`src/rtl/branch_hazard_controller_pkg.sv`:
```
// Shared definitions for the ID-stage branch hazard controller:
// branch flag codes, FSM state encoding, default widths and a flag
// classification helper used by the top level.
package branch_hazard_controller_pkg;

  localparam int ADDR_W     = 11;
  localparam int FLAG_W     = 3;
  localparam int REG_ADDR_W = 5;
  localparam int CNT_W      = 32;

  // Branch flag codes produced by the ID-stage decoder.
  // Codes 6 and 7 are unused and behave like FLAG_NONE.
  localparam int FLAG_NONE = 0;
  localparam int FLAG_JR   = 1;
  localparam int FLAG_JALR = 2;
  localparam int FLAG_BEQ  = 3;
  localparam int FLAG_BNE  = 4;
  localparam int FLAG_J    = 5;

  typedef enum logic [1:0] {
    ST_RUN      = 2'd0,
    ST_WAIT     = 2'd1,
    ST_REDIRECT = 2'd2
  } state_e;

  // True for every flag that can redirect the PC (JR, JALR, BEQ, BNE, J/JAL).
  function automatic logic is_branch_flag(input int unsigned flag);
    return (flag >= FLAG_JR) && (flag <= FLAG_J);
  endfunction

endpackage

```
`src/rtl/branch_hazard_controller_if.sv`:
```
// Bundle between the ID-stage branch logic / pipeline latches and the
// branch hazard controller. master = ID-stage side (drives i_*),
// slave = controller (drives o_*).
interface branch_hazard_controller_if
  import branch_hazard_controller_pkg::*;
#(
  parameter int CANT_BITS_ADDR        = ADDR_W,
  parameter int CANT_BITS_FLAG_BRANCH = FLAG_W,
  parameter int CANT_BITS_REG_ADDR    = REG_ADDR_W,
  parameter int CANT_BITS_CONTADOR    = CNT_W
);
  // branch calculator / ID fields
  logic [CANT_BITS_FLAG_BRANCH-1:0] i_flag_branch;
  logic                             i_branch_control;
  logic [CANT_BITS_ADDR-1:0]        i_branch_dir;
  logic [CANT_BITS_REG_ADDR-1:0]    i_rs;
  logic [CANT_BITS_REG_ADDR-1:0]    i_rt;
  // downstream producers
  logic                             i_ex_reg_write;
  logic [CANT_BITS_REG_ADDR-1:0]    i_ex_rd;
  logic                             i_mem_mem_read;
  logic [CANT_BITS_REG_ADDR-1:0]    i_mem_rd;
  // controls towards PC and pipeline latches
  logic                             o_stall;
  logic                             o_pc_load;
  logic [CANT_BITS_ADDR-1:0]        o_pc_dir;
  logic                             o_flush_if_id;
  logic                             o_flush_id_ex;
  // debug counters
  logic [CANT_BITS_CONTADOR-1:0]    o_branch_count;
  logic [CANT_BITS_CONTADOR-1:0]    o_stall_count;

  modport master (
    output i_flag_branch, i_branch_control, i_branch_dir, i_rs, i_rt,
           i_ex_reg_write, i_ex_rd, i_mem_mem_read, i_mem_rd,
    input  o_stall, o_pc_load, o_pc_dir, o_flush_if_id, o_flush_id_ex,
           o_branch_count, o_stall_count
  );

  modport slave (
    input  i_flag_branch, i_branch_control, i_branch_dir, i_rs, i_rt,
           i_ex_reg_write, i_ex_rd, i_mem_mem_read, i_mem_rd,
    output o_stall, o_pc_load, o_pc_dir, o_flush_if_id, o_flush_id_ex,
           o_branch_count, o_stall_count
  );

endinterface

```
`src/rtl/branch_hazard_controller_hazard_detector.sv`:
```
// Purpose: detects RAW hazards on branch source operands still in EX / MEM.
// Latency: purely combinational, zero cycles.
// Backpressure: none; outputs feed the controller's stall decision.
// Ports: i_flag_branch/i_rs/i_rt from ID; i_ex_*/i_mem_* from later stages;
//        o_hz_ex/o_hz_mem hazard flags.
module branch_operand_hazard_detector
  import branch_hazard_controller_pkg::*;
#(
  parameter int CANT_BITS_FLAG_BRANCH = FLAG_W,
  parameter int CANT_BITS_REG_ADDR    = REG_ADDR_W
) (
  input  logic [CANT_BITS_FLAG_BRANCH-1:0] i_flag_branch,
  input  logic [CANT_BITS_REG_ADDR-1:0]    i_rs,
  input  logic [CANT_BITS_REG_ADDR-1:0]    i_rt,
  input  logic                             i_ex_reg_write,
  input  logic [CANT_BITS_REG_ADDR-1:0]    i_ex_rd,
  input  logic                             i_mem_mem_read,
  input  logic [CANT_BITS_REG_ADDR-1:0]    i_mem_rd,
  output logic                             o_hz_ex,
  output logic                             o_hz_mem
);

  logic uses_rs;
  logic uses_rt;
  logic ex_match;
  logic mem_match;

  always_comb begin
    uses_rs = 1'b0;
    uses_rt = 1'b0;
    case (32'(i_flag_branch))
      FLAG_JR, FLAG_JALR: uses_rs = 1'b1;
      FLAG_BEQ, FLAG_BNE: begin
        uses_rs = 1'b1;
        uses_rt = 1'b1;
      end
      default: ;  // J/JAL and unused codes read no registers
    endcase
  end

  assign ex_match  = (uses_rs && (i_ex_rd == i_rs)) || (uses_rt && (i_ex_rd == i_rt));
  assign mem_match = (uses_rs && (i_mem_rd == i_rs)) || (uses_rt && (i_mem_rd == i_rt));

  // $zero is hardwired, so a write to it never produces a dependency.
  assign o_hz_ex  = i_ex_reg_write && (i_ex_rd != '0) && ex_match;
  assign o_hz_mem = i_mem_mem_read && (i_mem_rd != '0) && mem_match;

endmodule

```
`src/rtl/branch_hazard_controller.sv`:
```
// Purpose: ID-stage branch sequencing: operand stall, one-cycle PC redirect + flushes, debug counters.
// Latency: taken branch in enabled cycle N -> pc_load/flushes registered in cycle N+1; not-taken costs 0.
// Backpressure: i_enable=0 freezes state, target and counters; a pending redirect stays asserted.
// Ports: i_clock, i_reset (async active-low), i_enable; bus (slave) carries branch inputs,
//        producer info, stall/redirect/flush controls and the two debug counters.
module branch_hazard_controller
  import branch_hazard_controller_pkg::*;
#(
  parameter int CANT_BITS_ADDR        = ADDR_W,
  parameter int CANT_BITS_FLAG_BRANCH = FLAG_W,
  parameter int CANT_BITS_REG_ADDR    = REG_ADDR_W,
  parameter int CANT_BITS_CONTADOR    = CNT_W
) (
  input  logic                        i_clock,
  input  logic                        i_reset,
  input  logic                        i_enable,
  branch_hazard_controller_if.slave   bus
);

  state_e                        state_q, state_d;
  logic [CANT_BITS_ADDR-1:0]     pc_dir_q, pc_dir_d;
  logic                          redirect_q, redirect_d;
  logic [CANT_BITS_CONTADOR-1:0] branch_cnt_q, branch_cnt_d;
  logic [CANT_BITS_CONTADOR-1:0] stall_cnt_q, stall_cnt_d;

  logic hz_ex;
  logic hz_mem;
  logic hazard;
  logic taken;
  logic stall;

  branch_operand_hazard_detector #(
    .CANT_BITS_FLAG_BRANCH (CANT_BITS_FLAG_BRANCH),
    .CANT_BITS_REG_ADDR    (CANT_BITS_REG_ADDR)
  ) u_hazard_detector (
    .i_flag_branch  (bus.i_flag_branch),
    .i_rs           (bus.i_rs),
    .i_rt           (bus.i_rt),
    .i_ex_reg_write (bus.i_ex_reg_write),
    .i_ex_rd        (bus.i_ex_rd),
    .i_mem_mem_read (bus.i_mem_mem_read),
    .i_mem_rd       (bus.i_mem_rd),
    .o_hz_ex        (hz_ex),
    .o_hz_mem       (hz_mem)
  );

  assign hazard = hz_ex || hz_mem;
  assign taken  = is_branch_flag(32'(bus.i_flag_branch)) && bus.i_branch_control;

  // Gated by i_reset so the stall drops together with the async reset,
  // instead of reasserting from a hazard still present on the inputs.
  assign stall = i_reset && i_enable && hazard &&
                 ((state_q == ST_RUN) || (state_q == ST_WAIT));

  always_comb begin
    state_d      = state_q;
    pc_dir_d     = pc_dir_q;
    branch_cnt_d = branch_cnt_q;
    stall_cnt_d  = stall_cnt_q;

    if (i_enable) begin
      case (state_q)
        ST_RUN, ST_WAIT: begin
          if (hazard) begin
            state_d = ST_WAIT;
          end else if (taken) begin
            state_d      = ST_REDIRECT;
            pc_dir_d     = bus.i_branch_dir;
            branch_cnt_d = branch_cnt_q + CANT_BITS_CONTADOR'(1);
          end else begin
            state_d = ST_RUN;
          end
        end
        // The instruction now in ID is wrong-path: ignore its flag/hazards.
        ST_REDIRECT: state_d = ST_RUN;
        default:     state_d = ST_RUN;
      endcase
    end

    if (stall) begin
      stall_cnt_d = stall_cnt_q + CANT_BITS_CONTADOR'(1);
    end

    // Dedicated flop so pc_load/flushes come straight from a register.
    redirect_d = (state_d == ST_REDIRECT);
  end

  always_ff @(posedge i_clock or negedge i_reset) begin
    if (!i_reset) begin
      state_q      <= ST_RUN;
      pc_dir_q     <= '0;
      redirect_q   <= 1'b0;
      branch_cnt_q <= '0;
      stall_cnt_q  <= '0;
    end else begin
      state_q      <= state_d;
      pc_dir_q     <= pc_dir_d;
      redirect_q   <= redirect_d;
      branch_cnt_q <= branch_cnt_d;
      stall_cnt_q  <= stall_cnt_d;
    end
  end

  assign bus.o_stall        = stall;
  assign bus.o_pc_load      = redirect_q;
  assign bus.o_flush_if_id  = redirect_q;
  assign bus.o_flush_id_ex  = redirect_q;
  assign bus.o_pc_dir       = pc_dir_q;
  assign bus.o_branch_count = branch_cnt_q;
  assign bus.o_stall_count  = stall_cnt_q;

endmodule
```
`src/flat_wrapper.sv`:
```
// flat-port wrapper written by rule: the top's interface ports become plain ports
module branch_hazard_controller_flat import branch_hazard_controller_pkg::*;
#(
  parameter int CANT_BITS_ADDR        = ADDR_W,
  parameter int CANT_BITS_FLAG_BRANCH = FLAG_W,
  parameter int CANT_BITS_REG_ADDR    = REG_ADDR_W,
  parameter int CANT_BITS_CONTADOR    = CNT_W
)
  (i_clock, i_reset, i_enable, bus_i_flag_branch, bus_i_branch_control, bus_i_branch_dir, bus_i_rs, bus_i_rt, bus_i_ex_reg_write, bus_i_ex_rd, bus_i_mem_mem_read, bus_i_mem_rd, bus_o_stall, bus_o_pc_load, bus_o_pc_dir, bus_o_flush_if_id, bus_o_flush_id_ex, bus_o_branch_count, bus_o_stall_count);
  branch_hazard_controller_if #(.CANT_BITS_ADDR(CANT_BITS_ADDR), .CANT_BITS_FLAG_BRANCH(CANT_BITS_FLAG_BRANCH), .CANT_BITS_REG_ADDR(CANT_BITS_REG_ADDR), .CANT_BITS_CONTADOR(CANT_BITS_CONTADOR)) bus_i ();
  input  logic i_clock;
  input  logic i_reset;
  input  logic i_enable;
  input wire logic [$bits(bus_i.i_flag_branch)-1:0] bus_i_flag_branch;
  input wire logic [$bits(bus_i.i_branch_control)-1:0] bus_i_branch_control;
  input wire logic [$bits(bus_i.i_branch_dir)-1:0] bus_i_branch_dir;
  input wire logic [$bits(bus_i.i_rs)-1:0] bus_i_rs;
  input wire logic [$bits(bus_i.i_rt)-1:0] bus_i_rt;
  input wire logic [$bits(bus_i.i_ex_reg_write)-1:0] bus_i_ex_reg_write;
  input wire logic [$bits(bus_i.i_ex_rd)-1:0] bus_i_ex_rd;
  input wire logic [$bits(bus_i.i_mem_mem_read)-1:0] bus_i_mem_mem_read;
  input wire logic [$bits(bus_i.i_mem_rd)-1:0] bus_i_mem_rd;
  output wire logic [$bits(bus_i.o_stall)-1:0] bus_o_stall;
  output wire logic [$bits(bus_i.o_pc_load)-1:0] bus_o_pc_load;
  output wire logic [$bits(bus_i.o_pc_dir)-1:0] bus_o_pc_dir;
  output wire logic [$bits(bus_i.o_flush_if_id)-1:0] bus_o_flush_if_id;
  output wire logic [$bits(bus_i.o_flush_id_ex)-1:0] bus_o_flush_id_ex;
  output wire logic [$bits(bus_i.o_branch_count)-1:0] bus_o_branch_count;
  output wire logic [$bits(bus_i.o_stall_count)-1:0] bus_o_stall_count;
  assign bus_i.i_flag_branch = bus_i_flag_branch;
  assign bus_i.i_branch_control = bus_i_branch_control;
  assign bus_i.i_branch_dir = bus_i_branch_dir;
  assign bus_i.i_rs = bus_i_rs;
  assign bus_i.i_rt = bus_i_rt;
  assign bus_i.i_ex_reg_write = bus_i_ex_reg_write;
  assign bus_i.i_ex_rd = bus_i_ex_rd;
  assign bus_i.i_mem_mem_read = bus_i_mem_mem_read;
  assign bus_i.i_mem_rd = bus_i_mem_rd;
  assign bus_o_stall = bus_i.o_stall;
  assign bus_o_pc_load = bus_i.o_pc_load;
  assign bus_o_pc_dir = bus_i.o_pc_dir;
  assign bus_o_flush_if_id = bus_i.o_flush_if_id;
  assign bus_o_flush_id_ex = bus_i.o_flush_id_ex;
  assign bus_o_branch_count = bus_i.o_branch_count;
  assign bus_o_stall_count = bus_i.o_stall_count;
  branch_hazard_controller #(.CANT_BITS_ADDR(CANT_BITS_ADDR), .CANT_BITS_FLAG_BRANCH(CANT_BITS_FLAG_BRANCH), .CANT_BITS_REG_ADDR(CANT_BITS_REG_ADDR), .CANT_BITS_CONTADOR(CANT_BITS_CONTADOR)) u_core (.i_clock(i_clock), .i_reset(i_reset), .i_enable(i_enable), .bus(bus_i));
endmodule
```
`config.mk`:
```
export PLATFORM = sky130hd
export DESIGN_NAME = branch_hazard_controller_flat
export DESIGN_NICKNAME = d
export VERILOG_FILES = /design/src/rtl/branch_hazard_controller_pkg.sv /design/src/rtl/branch_hazard_controller_if.sv /design/src/rtl/branch_hazard_controller_hazard_detector.sv /design/src/rtl/branch_hazard_controller.sv /design/src/flat_wrapper.sv
export SDC_FILE = /design/constraint.sdc
export NUM_CORES = 1
export LEC_CHECK = 0
export BUFFER_PORTS_ARGS = -buffer_cell sky130_fd_sc_hd__buf_4
export CAP_MARGIN = 40
export CORE_MARGIN = 2
export CORE_UTILIZATION = 47
export DETAILED_ROUTE_END_ITERATION = 10
export GPL_TIMING_DRIVEN = 1
export PLACE_DENSITY = 0.77
export SYNTH_ARGS = -nofsm -noshare
export SYNTH_HDL_FRONTEND = slang
export SYNTH_SLANG_ARGS = --single-unit
```
`constraint.sdc`:
```
create_clock -name i_clock -period 1.84 [get_ports i_clock]
set_input_delay 0.092 -clock i_clock [delete_from_list [all_inputs] [get_ports i_clock]]
set_output_delay 0.092 -clock i_clock [all_outputs]
set_load 0.01 [all_outputs]
```
# Word-level counts from Yosys, hierarchy flattened
# Cells that the tools add are included.
dict set report totals {
  ff_bits 78
  input_bits 40
  output_inout_bits 79
  elab_cells 50
}
dict set report op_classes {
  n_addsub 2
  magnitude_cmp 2
  eq_ne 10
  n_mux 6
  n_bitwise 1
  n_reduce_logical 24
}
# op count
set op_table {}
lappend op_table {{32-bit by 1-bit adder with 32-bit output, second input constant} 2}
lappend op_table {{5-bit equality test} 4}
lappend op_table {{1-bit logical AND} 13}
lappend op_table {{5-bit nonzero test} 2}
lappend op_table {{2-bit two-way mux} 4}
lappend op_table {{3-bit by 2-bit equality test with 1-bit output, second input constant} 2}
lappend op_table {{1-bit logical OR} 4}
lappend op_table {{4-bit AND reduction} 1}
lappend op_table {{2-bit OR reduction} 2}
lappend op_table {{4-bit OR reduction} 1}
lappend op_table {{3-bit by 1-bit equality test with 1-bit output, second input constant} 1}
lappend op_table {{3-bit equality test, second input constant} 1}
lappend op_table {{3-bit by 1-bit >= comparator with 1-bit output, second input constant} 1}
lappend op_table {{3-bit less-or-equal comparator, second input constant} 1}
lappend op_table {{2-bit by 1-bit equality test with 1-bit output, second input constant} 1}
lappend op_table {{2-bit equality test, second input constant} 1}
lappend op_table {{2-bit zero test} 1}
lappend op_table {{1-bit two-way mux} 2}
lappend op_table {{1-bit inverter} 1}

# Logic depth before layout (Yosys ltp)
dict set report logic_depth {
  depth_word 11
  ltp_mapped 7
}

# Modules after synthesis
# From an unflattened synthesis, not the netlist that was laid out.
dict set report hier_totals {
  hier_cells 335
  hier_area_um2 3876.2
}
# module n_inst cells_each area_each_um2
set modules_own_cells {}
lappend modules_own_cells {branch_hazard_controller 1 297 3590.9}
lappend modules_own_cells {branch_operand_hazard_detector 1 38 285.3}

# Worst setup path before layout
# Ideal clock, no wire load.
dict set report synth_path {
  path_type {reg2reg}
  start {reg u_core.stall_cnt_q[9] (netlist: u_core.bus.o_stall_count[9])}
  end {reg u_core.stall_cnt_q[26] (netlist: u_core.bus.o_stall_count[26])}
  arrival_ns 1.925
  slack_ns -0.164
  path_stages_with_launch 7
  n_path_buf 0
  period_less_slack_ns 2.004
  path_cell_list {dfrtp_1 > and4_1 > nand4_1 > or3_4 > or2_4 > nor4_2 > xor2_1}
}
dict set report synth_via {
  elab_chain_cells 1
}
# element line_no
set synth_lines {}
lappend synth_lines {{start, declared} branch_hazard_controller.sv:24} ;# logic [CANT_BITS_CONTADOR-1:0] stall_cnt_q, stall_cnt_d;
lappend synth_lines {{start signal, assigned} branch_hazard_controller.sv:100} ;# stall_cnt_q <= stall_cnt_d;
lappend synth_lines {{32-bit by 1-bit adder with 32-bit output} branch_hazard_controller.sv:81} ;# stall_cnt_d = stall_cnt_q + CANT_BITS_CONTADOR'(1);
# Every way passes these cells.
# A chain may end at the register's enable or synchronous reset.

# Final worst setup path
dict set report layout_path {
  start {reg u_core.stall_cnt_q[5] (netlist: u_core.bus.o_stall_count[5])}
  end {reg u_core.stall_cnt_q[29] (netlist: u_core.bus.o_stall_count[29])}
}
# The elaborated chain is that of the path after synthesis.

==> impl_metrics.env <==
export IMPL_cts_hold_buffers=14
export IMPL_synth_top_area_cell="dfrtp_1"
export IMPL_clk_pin_slew_ns=0.10
export IMPL_setup_tns_ns=-0.2733
export IMPL_syn_area_per_cell_um2=10.79
export IMPL_setup_violations=9
export IMPL_max_cap_violations=0
export IMPL_holdWs_ns=-0.1352
export IMPL_finalHoldViolCount=45
export IMPL_r2r_end="u_core.bus.o_stall_count[29]$_DFFE_PN0P_"
export IMPL_max_clock_path_buffers=2
export IMPL_ys_seq_area_share_pct=49.68
export IMPL_diodes=0
export IMPL_h_tree_depth=3
export IMPL_synth_nets=406
export IMPL_first_pass_iters=4
export IMPL_p_switching_uw=1211
export IMPL_fin_cells=669
export IMPL_r2r_start="u_core.bus.o_stall_count[5]$_DFFE_PN0P_"
export IMPL_rsz0062_at_grt="true"
export IMPL_core_area_um2=8175
export IMPL_grt_overflow_total=0
export IMPL_area_delta_synth_final_pct=49.87
export IMPL_power_density_nw_per_um2=718.6
export IMPL_r2r_cells=7
export IMPL_path_max_fanout=6
export IMPL_cts_sinks=78
export IMPL_viasPerCell=5.236
export IMPL_start_kind="register"
export IMPL_slowest_stage="dfrtp_1"
export IMPL_worst_path_buf_inv=1
export IMPL_route_detailed_drc=0
export IMPL_p_seq_share_pct=46.1
export IMPL_nFillCells=586
export IMPL_detailed_place_hpwl_mm=7.285
export IMPL_ir_worst_vdd_v=0.0005318
export IMPL_critical_path_cell_chain="and4_1 > nand4_1 > nor4_1 > a32oi_1 > buf_4 > nor3_1 > xor2_1"
export IMPL_fin_skew_ns=0.01741
export IMPL_fin_nets=601
export IMPL_syn_area_um2=3929
export IMPL_antenna_found_initial=0
export IMPL_dp_cells=630
export IMPL_critPathTopFamily="simple AND/OR/NAND/NOR gates"
export IMPL_async_flop_share_pct=100.0
export IMPL_grt_pass1_vias=3405
export IMPL_row_count=33
export IMPL_relSlewSlack_pct=59.87
export IMPL_clk_latency_ns=0.34
export IMPL_num_io_pins=119
export IMPL_regArea_um2=1954
export IMPL_slew_viol_final=0
export IMPL_combinationalPowerShare_pct=22.2
export IMPL_reg2reg_slack_ns=-0.09
export IMPL_via_count=3503
export IMPL_die_h_um=95.43
export IMPL_cpPeakStageDelay_ns=0.37
export IMPL_numCtsBuffers=9
export IMPL_status="complete, but fails checks"
export IMPL_finalPower_uw=4231
export IMPL_ys_flop_type="dfrtp_1"
export IMPL_ant_nets=0
export IMPL_worstPathArrival_ns=2.19
export IMPL_synth_top_cell_area_share_pct=49.68
export IMPL_fin_ws_ns=-0.09417
export IMPL_grt_pass1_wl_mm=16.13
export IMPL_die_area_um2=9107
export IMPL_path_class="reg -> reg"
export IMPL_required_ns=2.09
export IMPL_portBuffers=118
export IMPL_swShare_pct=28.62
export IMPL_critical_path_endpoint_type="register"
export IMPL_fmax_mhz=517.0
export IMPL_die_w_um=95.43
export IMPL_clkPwrFrac_pct=31.6
export IMPL_multi_input_area_um2=2046
export IMPL_cts_root_buf="clkbuf_8"
export IMPL_grt_max_degree=48
export IMPL_tightest_slew_ns=0.6019
export IMPL_cts_tree="built"
export IMPL_ys_top_cells_by_area="dfrtp_1 50%, xnor2_1 12%, xor2_1 5.8%"
export IMPL_synth_cell_types=41
export IMPL_place_congestion=0.8483
export IMPL_start_util_pct=48.06
export IMPL_avgRoutedWirePerCell_um=15.55
export IMPL_dp_slack_ns=-0.1663
export IMPL_fin_crit_ns=1.934
export IMPL_violations="hold timing, setup timing"
export IMPL_syn_inst=364
export IMPL_synth_edff_count=0
export IMPL_final_layout_size_suffix_gt1_share_pct=42.55
export IMPL_hold_class="in -> async"
export IMPL_routed_wl_mm=10.40
export IMPL_p_leak_uw=0.002943
export IMPL_fin_crit_sh_pct=105.1
export IMPL_drt_iter0_markers=158
export IMPL_grt_total_usage_pct=22.75
export IMPL_internal_power_uw=3020
export IMPL_synth_warnings=0
export IMPL_ys_seq_elements=78
-- worst max path at each step --
stage	start	end	cells after the start
floorplan	u_core.bus.o_stall_count[11]$_DFFE_PN0P_	u_core.bus.o_stall_count[26]$_DFFE_PN0P_	6
global placement	bus_i_ex_rd[1]	u_core.bus.o_pc_dir[0]$_DFFE_PN0P_	6
detailed placement	bus_i_ex_rd[1]	u_core.bus.o_pc_dir[1]$_DFFE_PN0P_	6
CTS	u_core.bus.o_stall_count[2]$_DFFE_PN0P_	u_core.bus.o_stall_count[31]$_DFFE_PN0P_	7
global route	u_core.bus.o_stall_count[2]$_DFFE_PN0P_	u_core.bus.o_stall_count[29]$_DFFE_PN0P_	7
finish	u_core.bus.o_stall_count[5]$_DFFE_PN0P_	u_core.bus.o_stall_count[29]$_DFFE_PN0P_	7
-- power by group through the flow --
| stage | clock network [µW] | registers (µW) | logic [µW] |
|---|---|---|---|
| after floorplan | 0 | 2030 | 345 |
| after global routing | 1430 | 1980 | 1020 |
| final | 1340 | 1950 | 941 |
| after detailed placement | 0 | 1980 | 911 |
| after CTS | 1370 | 1950 | 943 |
| after global placement | 0 | 1980 | 892 |
-- final cells by class --
cell class / instances / area share [%]
Clock buffer: 10 / 2.337
Clock inverter: 6 / 1.190
Inverter: 3 / 0.1912
Multi-Input combinational cell: 270 / 34.74
Sequential cell: 78 / 33.19
Tap cell: 105 / 2.231
Timing Repair Buffer: 197 / 26.12
-- cell usage in the layout (no fill, tap or decap), types with 2 or more instances in the layout --
master,netlist,routed
clkbuf_8,0,10
dfrtp_1,78,76
mux2_4,0,7
or4_1,2,2
a32oi_1,2,2
nand3_1,27,25
and3_1,21,19
o22ai_1,3,3
dlygate4sd3_1,0,13
nor4_1,6,4
nor4_2,2,2
ha_1,2,2
xnor2_1,56,56
nor3_1,10,8
nand4_1,23,23
mux2_1,10,3
xor2_1,26,26
nor2_2,0,6
and2_1,4,3
nand2_1,25,25
buf_4,2,180
nor3b_2,0,2
and4_1,6,3
dfrtp_2,0,2
nand2b_1,3,3
nor2_1,21,14
inv_1,3,3
and4_4,0,3
nor4_4,0,2
clkinvlp_4,0,3
and3_4,0,2
buf_12,0,2
o211ai_1,2,2
nand3_2,0,2
mux2_2,3,3
-- cell families after synthesis --
kind of cell,Yosys count,synth area share (%)
adders and majority gates,2,0.6368
AOI/OAI and AO/OA,13,2.961
xor gates and xnor gates,82,18.28
buffers and inverters,16,2.133
DFF,78,49.68
muxes,13,3.726
and+or+nand+nor,160,22.58
-- per-layer routing --
metal  vias to the layer above  wire length [µm]  part of all wire [%]  GRT usage (%)
met2                        99              5349                    51          39.32
met1                      1730              4403                    42          29.06
met4                         0                70                  0.67          6.190
met3                         4               580                   5.6          4.743
met5                         -                 0                     0              0
li1                       1670                 -                     -              -
-- cells in the mapped netlist, types with 2 or more instances --
cell type  instances
dfrtp_1           78
xnor2_1           56
nand3_1           27
xor2_1            26
nand2_1           25
nand4_1           23
and3_1            21
nor2_1            21
mux2_1            10
nor3_1            10
buf_2              7
and4_1             6
nor4_1             6
and2_1             4
inv_1              3
mux2_2             3
nand2b_1           3
nor3b_1            3
o22ai_1            3
a32oi_1            2
buf_4              2
clkbuf_1           2
ha_1               2
nor4_2             2
o211ai_1           2
or4_1              2
-- stage by stage --
| step | utilization [%] | instance area (µm²) |
|---|---|---|
| 2_1_floorplan | - | 3979 |
| 3_3_place_gp | 65.47 | 5353 |
| 3_5_place_dp | 65.47 | 5353 |
| 4_1_cts | 70.25 | 5743 |
| 5_1_grt | 72.02 | 5888 |
| 6_report | 72.02 | 5888 |
-- what timing repair did --
| item | 4_1_cts | 5_1_grt |
|---|---|---|
| resized for setup | 5 | 22 |
| pin swaps | 4 | 8 |
| buffers inserted | 1 | 7 |
| endpoints found under the setup margin | 15 | 39 |
| endpoints found under the hold margin | 90 | 45 |
| cloned | 0 | 1 |
-- flip-flops by register name, summed over array words and instances, names as in the netlist --
register	flops
u_core.state_q	2
u_core.bus.o_stall_count	32
u_core.bus.o_branch_count	32
u_core.bus.o_flush_id_ex	1
u_core.bus.o_pc_dir	11
(Power assumes the default switching activity.)
